<file path="src/rtl/gamma_pipe_razor.sv">
`default_nettype none
// +------------------------------------------------------------------------+
// | gamma_pipe_razor                                                       |
// | Two-stage branch-metric (gamma) pipeline with razor timing-error check |
// | Optional error counter: define GAMMA_ERR_CNT_EN                        |
// | Rev 1.0                                                                |
// +------------------------------------------------------------------------+
module gamma_pipe_razor #(
  parameter int N        = 5,
  parameter int M        = 6,
  parameter int RazorBit = 1
) (
  input  logic                Clock,
  input  logic                nReset,
  input  logic                nClear,
  input  logic                Enable,
  input  logic                Error_previous_Gamma,
  input  logic signed [N-1:0] a1,
  input  logic signed [N-1:0] a2,
  input  logic signed [N-1:0] a3,
  output logic signed [N-1:0] ba2,
  output logic signed [M:0]   ba1ba3,
  output logic signed [M:0]   ba1ba2ba3,
  output logic                Error_current_Gamma,
  output logic [7:0]          Err_Count
);

  localparam int c_sum_w  = (N + 2 > M + 1) ? N + 2 : M + 1;
  localparam int c_mon_n  = N - RazorBit;
  localparam int c_mon_m  = M + 1 - RazorBit;
  localparam logic signed [c_sum_w-1:0] c_sat_max = {{(c_sum_w - M){1'b0}}, {M{1'b1}}};
  localparam logic signed [c_sum_w-1:0] c_sat_min = {{(c_sum_w - M){1'b1}}, {M{1'b0}}};

  logic                      w_rst_n;
  logic                      w_upd;
  logic                      w_le;
  logic signed [N-1:0]       r_s1, r_s2, r_s3;
  logic signed [N-1:0]       r_ba2;
  logic signed [M:0]         r_ba13, r_ba123;
  logic signed [c_sum_w-1:0] w_s1x, w_s2x, w_s3x;
  logic signed [c_sum_w-1:0] w_sum13, w_sum123;
  logic signed [N-1:0]       w_b2;
  logic signed [M:0]         w_b13, w_b123;
  logic [2:0]                w_mon_comb;
  logic [2:0]                w_mon_reg;
  logic [2:0]                r_lat;

  assign w_rst_n = nReset & nClear;
  assign w_upd   = Enable & ~Error_previous_Gamma;
  assign w_le    = ~Enable & ~Error_previous_Gamma & Clock;

  function automatic logic signed [M:0] f_sat(input logic signed [c_sum_w-1:0] v);
    if (v > c_sat_max) begin
      return c_sat_max[M:0];
    end else if (v < c_sat_min) begin
      return c_sat_min[M:0];
    end
    return v[M:0];
  endfunction

  // Sums are formed at a common width wide enough for both the N+2 sum and the clamp limits
  assign w_s1x    = {{(c_sum_w - N){r_s1[N-1]}}, r_s1};
  assign w_s2x    = {{(c_sum_w - N){r_s2[N-1]}}, r_s2};
  assign w_s3x    = {{(c_sum_w - N){r_s3[N-1]}}, r_s3};
  assign w_sum13  = w_s1x + w_s3x;
  assign w_sum123 = w_s1x + w_s2x + w_s3x;
  assign w_b2     = r_s2;
  assign w_b13    = f_sat(w_sum13);
  assign w_b123   = f_sat(w_sum123);

  always_ff @(posedge Clock or negedge w_rst_n) begin
    if (!w_rst_n) begin
      r_s1    <= '0;
      r_s2    <= '0;
      r_s3    <= '0;
      r_ba2   <= '0;
      r_ba13  <= '0;
      r_ba123 <= '0;
    end else if (w_upd) begin
      r_s1    <= a1;
      r_s2    <= a2;
      r_s3    <= a3;
      r_ba2   <= w_b2;
      r_ba13  <= w_b13;
      r_ba123 <= w_b123;
    end
  end

  assign ba2       = r_ba2;
  assign ba1ba3    = r_ba13;
  assign ba1ba2ba3 = r_ba123;

  // Shadow latches sample the late-arriving stage-2 bit during the high phase
  assign w_mon_comb = {w_b123[c_mon_m], w_b13[c_mon_m], w_b2[c_mon_n]};
  assign w_mon_reg  = {r_ba123[c_mon_m], r_ba13[c_mon_m], r_ba2[c_mon_n]};

  always_latch begin
    if (!w_rst_n) begin
      r_lat <= '0;
    end else if (w_le) begin
      r_lat <= w_mon_comb;
    end
  end

  assign Error_current_Gamma = |(r_lat ^ w_mon_reg);

`ifdef GAMMA_ERR_CNT_EN
  logic [7:0] r_err_cnt;

  always_ff @(posedge Clock or negedge w_rst_n) begin
    if (!w_rst_n) begin
      r_err_cnt <= '0;
    end else if (Error_current_Gamma && (r_err_cnt != 8'hFF)) begin
      r_err_cnt <= r_err_cnt + 8'd1;
    end
  end

  assign Err_Count = r_err_cnt;
`else
  assign Err_Count = 8'd0;
`endif

endmodule
`default_nettype wire

</file>
<file path="config.mk">
export PLATFORM = sky130hd
export DESIGN_NAME = gamma_pipe_razor
export DESIGN_NICKNAME = d
export VERILOG_FILES = /design/src/rtl/gamma_pipe_razor.sv
export SDC_FILE = /design/constraint.sdc
export NUM_CORES = 1
export LEC_CHECK = 0
export CAP_MARGIN = 20
export CORE_UTILIZATION = 49
export CTS_BUF_LIST = sky130_fd_sc_hd__clkbuf_4 sky130_fd_sc_hd__clkbuf_8 sky130_fd_sc_hd__clkbuf_16
export DETAILED_ROUTE_END_ITERATION = 10
export PLACE_DENSITY = 0.87
export SKIP_CTS_REPAIR_TIMING = 1
export SYNTH_ARGS = -nofsm -noshare
export SYNTH_HDL_FRONTEND = slang
export SYNTH_SLANG_ARGS = --single-unit
</file>
<file path="constraint.sdc">
create_clock -name Clock -period 2.8 [get_ports Clock]
set_input_delay 0.42 -clock Clock [delete_from_list [all_inputs] [get_ports Clock]]
set_output_delay 0.42 -clock Clock [all_outputs]
set_load 0.02 [all_outputs]
</file>
==> Word-level counts from Yosys, hierarchy flattened <==
Index checks and enable logic that the tools add are counted.
Widths: inputs -> output; s select.
{ "word_totals": {"register_bits": 34, "latch_bits": 3, "in_bits": 20, "output_inout_bits": 28, "wordCells": 38} }
{ "classes": {"add_sub_neg": 3, "n_lt_le_gt_ge": 4, "muxes": 14, "n_bitwise": 7, "reduce_logical": 1} }
{ "op_table": {"columns": ["op", "n"], "rows": [
  ["$mux 7", 6],
  ["$add 5x5->6", 2],
  ["$mux 3", 4],
  ["$add 6x5->7", 1],
  ["$gt 6x7->1 const B", 1],
  ["$gt 7x7->1 const B", 1],
  ["$lt 6x7->1 const B", 1],
  ["$lt 7x7->1 const B", 1],
  ["$and 1x1->1", 4],
  ["$mux 1", 4],
  ["$reduce_or 3->1", 1],
  ["$xor 3x3->3", 1],
  ["$not 1->1", 2]
]} }

==> Longest topological paths before layout <==
{ "logic_depth": {"ltp_word": 8, "depth_mapped": 9, "depth_no_buf": 9} }

==> metrics <==
type of the worst min-delay path in -> gate; largest cells by area after synthesis dfrtp_1 (43%), nand2_1 (12%), fa_1 (7.0%), ha_1 (6.3%), o21ai_0 (4.0%); share of cells above drive strength 1 24.4%; Critical Path Fanout Max 2; Port Buffers 39; GRT Residual Overflow 0; predominant post-synthesis flop cell dfrtp_1; Die Y 65.8 um; DR pass1 iterations 5; status complete, but fails checks; routed wire length 5880 um; Data arrival, critical path 2360 ps; FILL cells 245; post-DP HPWL 3360 um; EDFF count, synth 0; RSZ-0062 raised after global routing yes; initial antenna violation count 0; Seq. cell area 896 sq um; endpoints failing setup 3; Synth-to-Final Area Change 48.0%; largest net degree at the start of global routing 35; Post-Synthesis Cells 215; hold_ws 119 ps; fin area 2950 sq um; ys async rst share 91.9%; Synth top area share 42.7%; syn avg cell area 9.27 sq um; Final TNS setup -1030 ps; Antenna Violating Nets Remaining 0; area of the multi-input gates 1050 sq um; final setup margin -553 ps; max_cap viols 0; maximum vdd ir drop 0.000655 V; CTS tree built; Yosys warning total 0; top-count cell post-synth nand2_1; Post-synth top cells nand2_1 (66), dfrtp_1 (34), inv_1 (18); crit path capture type latch; Ant. Diodes 0; failing checks negative setup slack; WL per Instance 16.9 um; Clock Skew 99.2 ps; vias per cell 5.51; Die Wd 65.8 um; iteration-0 DRC count of the detailed router 153; core area 3770 sq um; Worst-path clk slew 70 ps; top cell type by total area after synthesis dfrtp_1; via count 1911; Unique masters post-synth 33; total of flip-flops plus latches after synthesis 37; final hold violation count 0; Critical Path RT 1800 ps; Starting Density 52.9%; final routed DRC violation total 0; leakage 1.45 nW; first-pass GRT wire length 8140 um; vias in the first global route 1810; synthesized cell area 1990 sq um; Slew Limit Fails 0; Total Routing Usage GR 26.9%; critical path class reg -> latch; gpl congestion 0.817; die area 4330 sq um; Startpoint Class flip-flop; I/O pin count 48; PD cells 811 nW/um^2; Worst-Skew Late Latency 610 ps; num rows 22; Final nets 334; dpl cell area 2640 sq um
==> registers in the layout (all words and copies together), names as in the netlist <==
| name | cells |
|---|---|
| ba2 | 5 |
| r_s3 | 5 |
| r_lat | 3 |
| r_s2 | 5 |
| r_s1 | 5 |
| ba1ba3 | 7 |
| ba1ba2ba3 | 7 |
==> where the power goes <==
| group | switching [W] | internal (W) |
|---|---|---|
| sequential | 0.0000820 | 0.000612 |
| combinational | 0.000547 | 0.000526 |
| clock | 0.000231 | 0.000397 |
==> layer usage <==
metal,share of wire (%),global-route usage (%)
met1,39,31.4
met2,49,42.2
met3,6.7,7.24
met4,4.4,19.6
met5,0,0
==> worst paths after layout <==
check | from | to | slack (ps) | cells after the start
worst max register to register | r_s1[3]$_DFFE_PN0P_ | r_lat[2]$_DLATCH_P_ | -550 | 5
max in group asynchronous | nClear | ba1ba3[5]$_DFFE_PN0P_ | 1910 | 4
min in group Clock | a3[4] | r_s3[4]$_DFFE_PN0P_ | 440 | 3
min in group asynchronous | nReset | ba2[4]$_DFFE_PN0P_ | 550 | 4
max in group gated | nClear | clock gate | 560 | 3
worst min register to register | ba2[2]$_DFFE_PN0P_ | ba2[2]$_DFFE_PN0P_ | 480 | 2
worst min-delay path | Enable | clock gate | 120 | 3
worst max-delay path | r_s1[3]$_DFFE_PN0P_ | r_lat[2]$_DLATCH_P_ | -550 | 5
==> layout make-up <==
class                   instances  share of cell area, %
inverters                      18                   2.29
clock buffers                  13                   5.85
well taps                      48                   2.04
flip-flops and latches         37                   30.4
multi-input cells             152                   35.5
repair buffers                 76                   22.6
clock inverters                 3                   1.36
==> critical path: stages (launching register included) <==
cell	delay (ps)
dfrtp_1	420
fa_1	550
ha_1	360
o21ai_1	260
o21ai_2	120
a21oi_2	130
==> kinds of logic after synthesis <==
family,Yosys count,synth area share (%)
XOR/XNOR,4,1.76
buffers and inverters,33,8.22
adder cells (fa/ha/maj),17,13.3
flip-flops,34,42.7
latches,3,2.26
other,1,0.188
AND/OR/NAND/NOR,88,20.7
AO/OA/AOI/OAI,35,10.9
==> cell usage in the layout, fill, tap and decap left out, types with 3 or more instances in the layout <==
master	instances
a21oi_1	3
and4bb_2	5
buf_4	35
clkbuf_8	12
clkdlybuf4s50_1	38
conb_1	8
dfrtp_1	34
dlxtp_1	3
fa_1	5
ha_1	6
ha_4	3
inv_1	15
inv_2	3
nand2_1	66
nand3_1	3
nor2_1	4
o2111ai_1	3
o21ai_0	13
xnor2_1	3
==> per-stage QoR <==
step / utilization (%) / setup WS [ps] / total power [W] / cells
after global routing: 78.2 / -540 / 0.00252 / 347
after floorplan: - / -435 / 0.00120 / 222
after global placement: 69.9 / -476 / 0.00161 / 326
after CTS: 75.5 / -680 / 0.00228 / 342
final: 78.2 / -553 / 0.00239 / 347
after detailed placement: 69.9 / -535 / 0.00164 / 326
(Power assumes the default switching activity.)
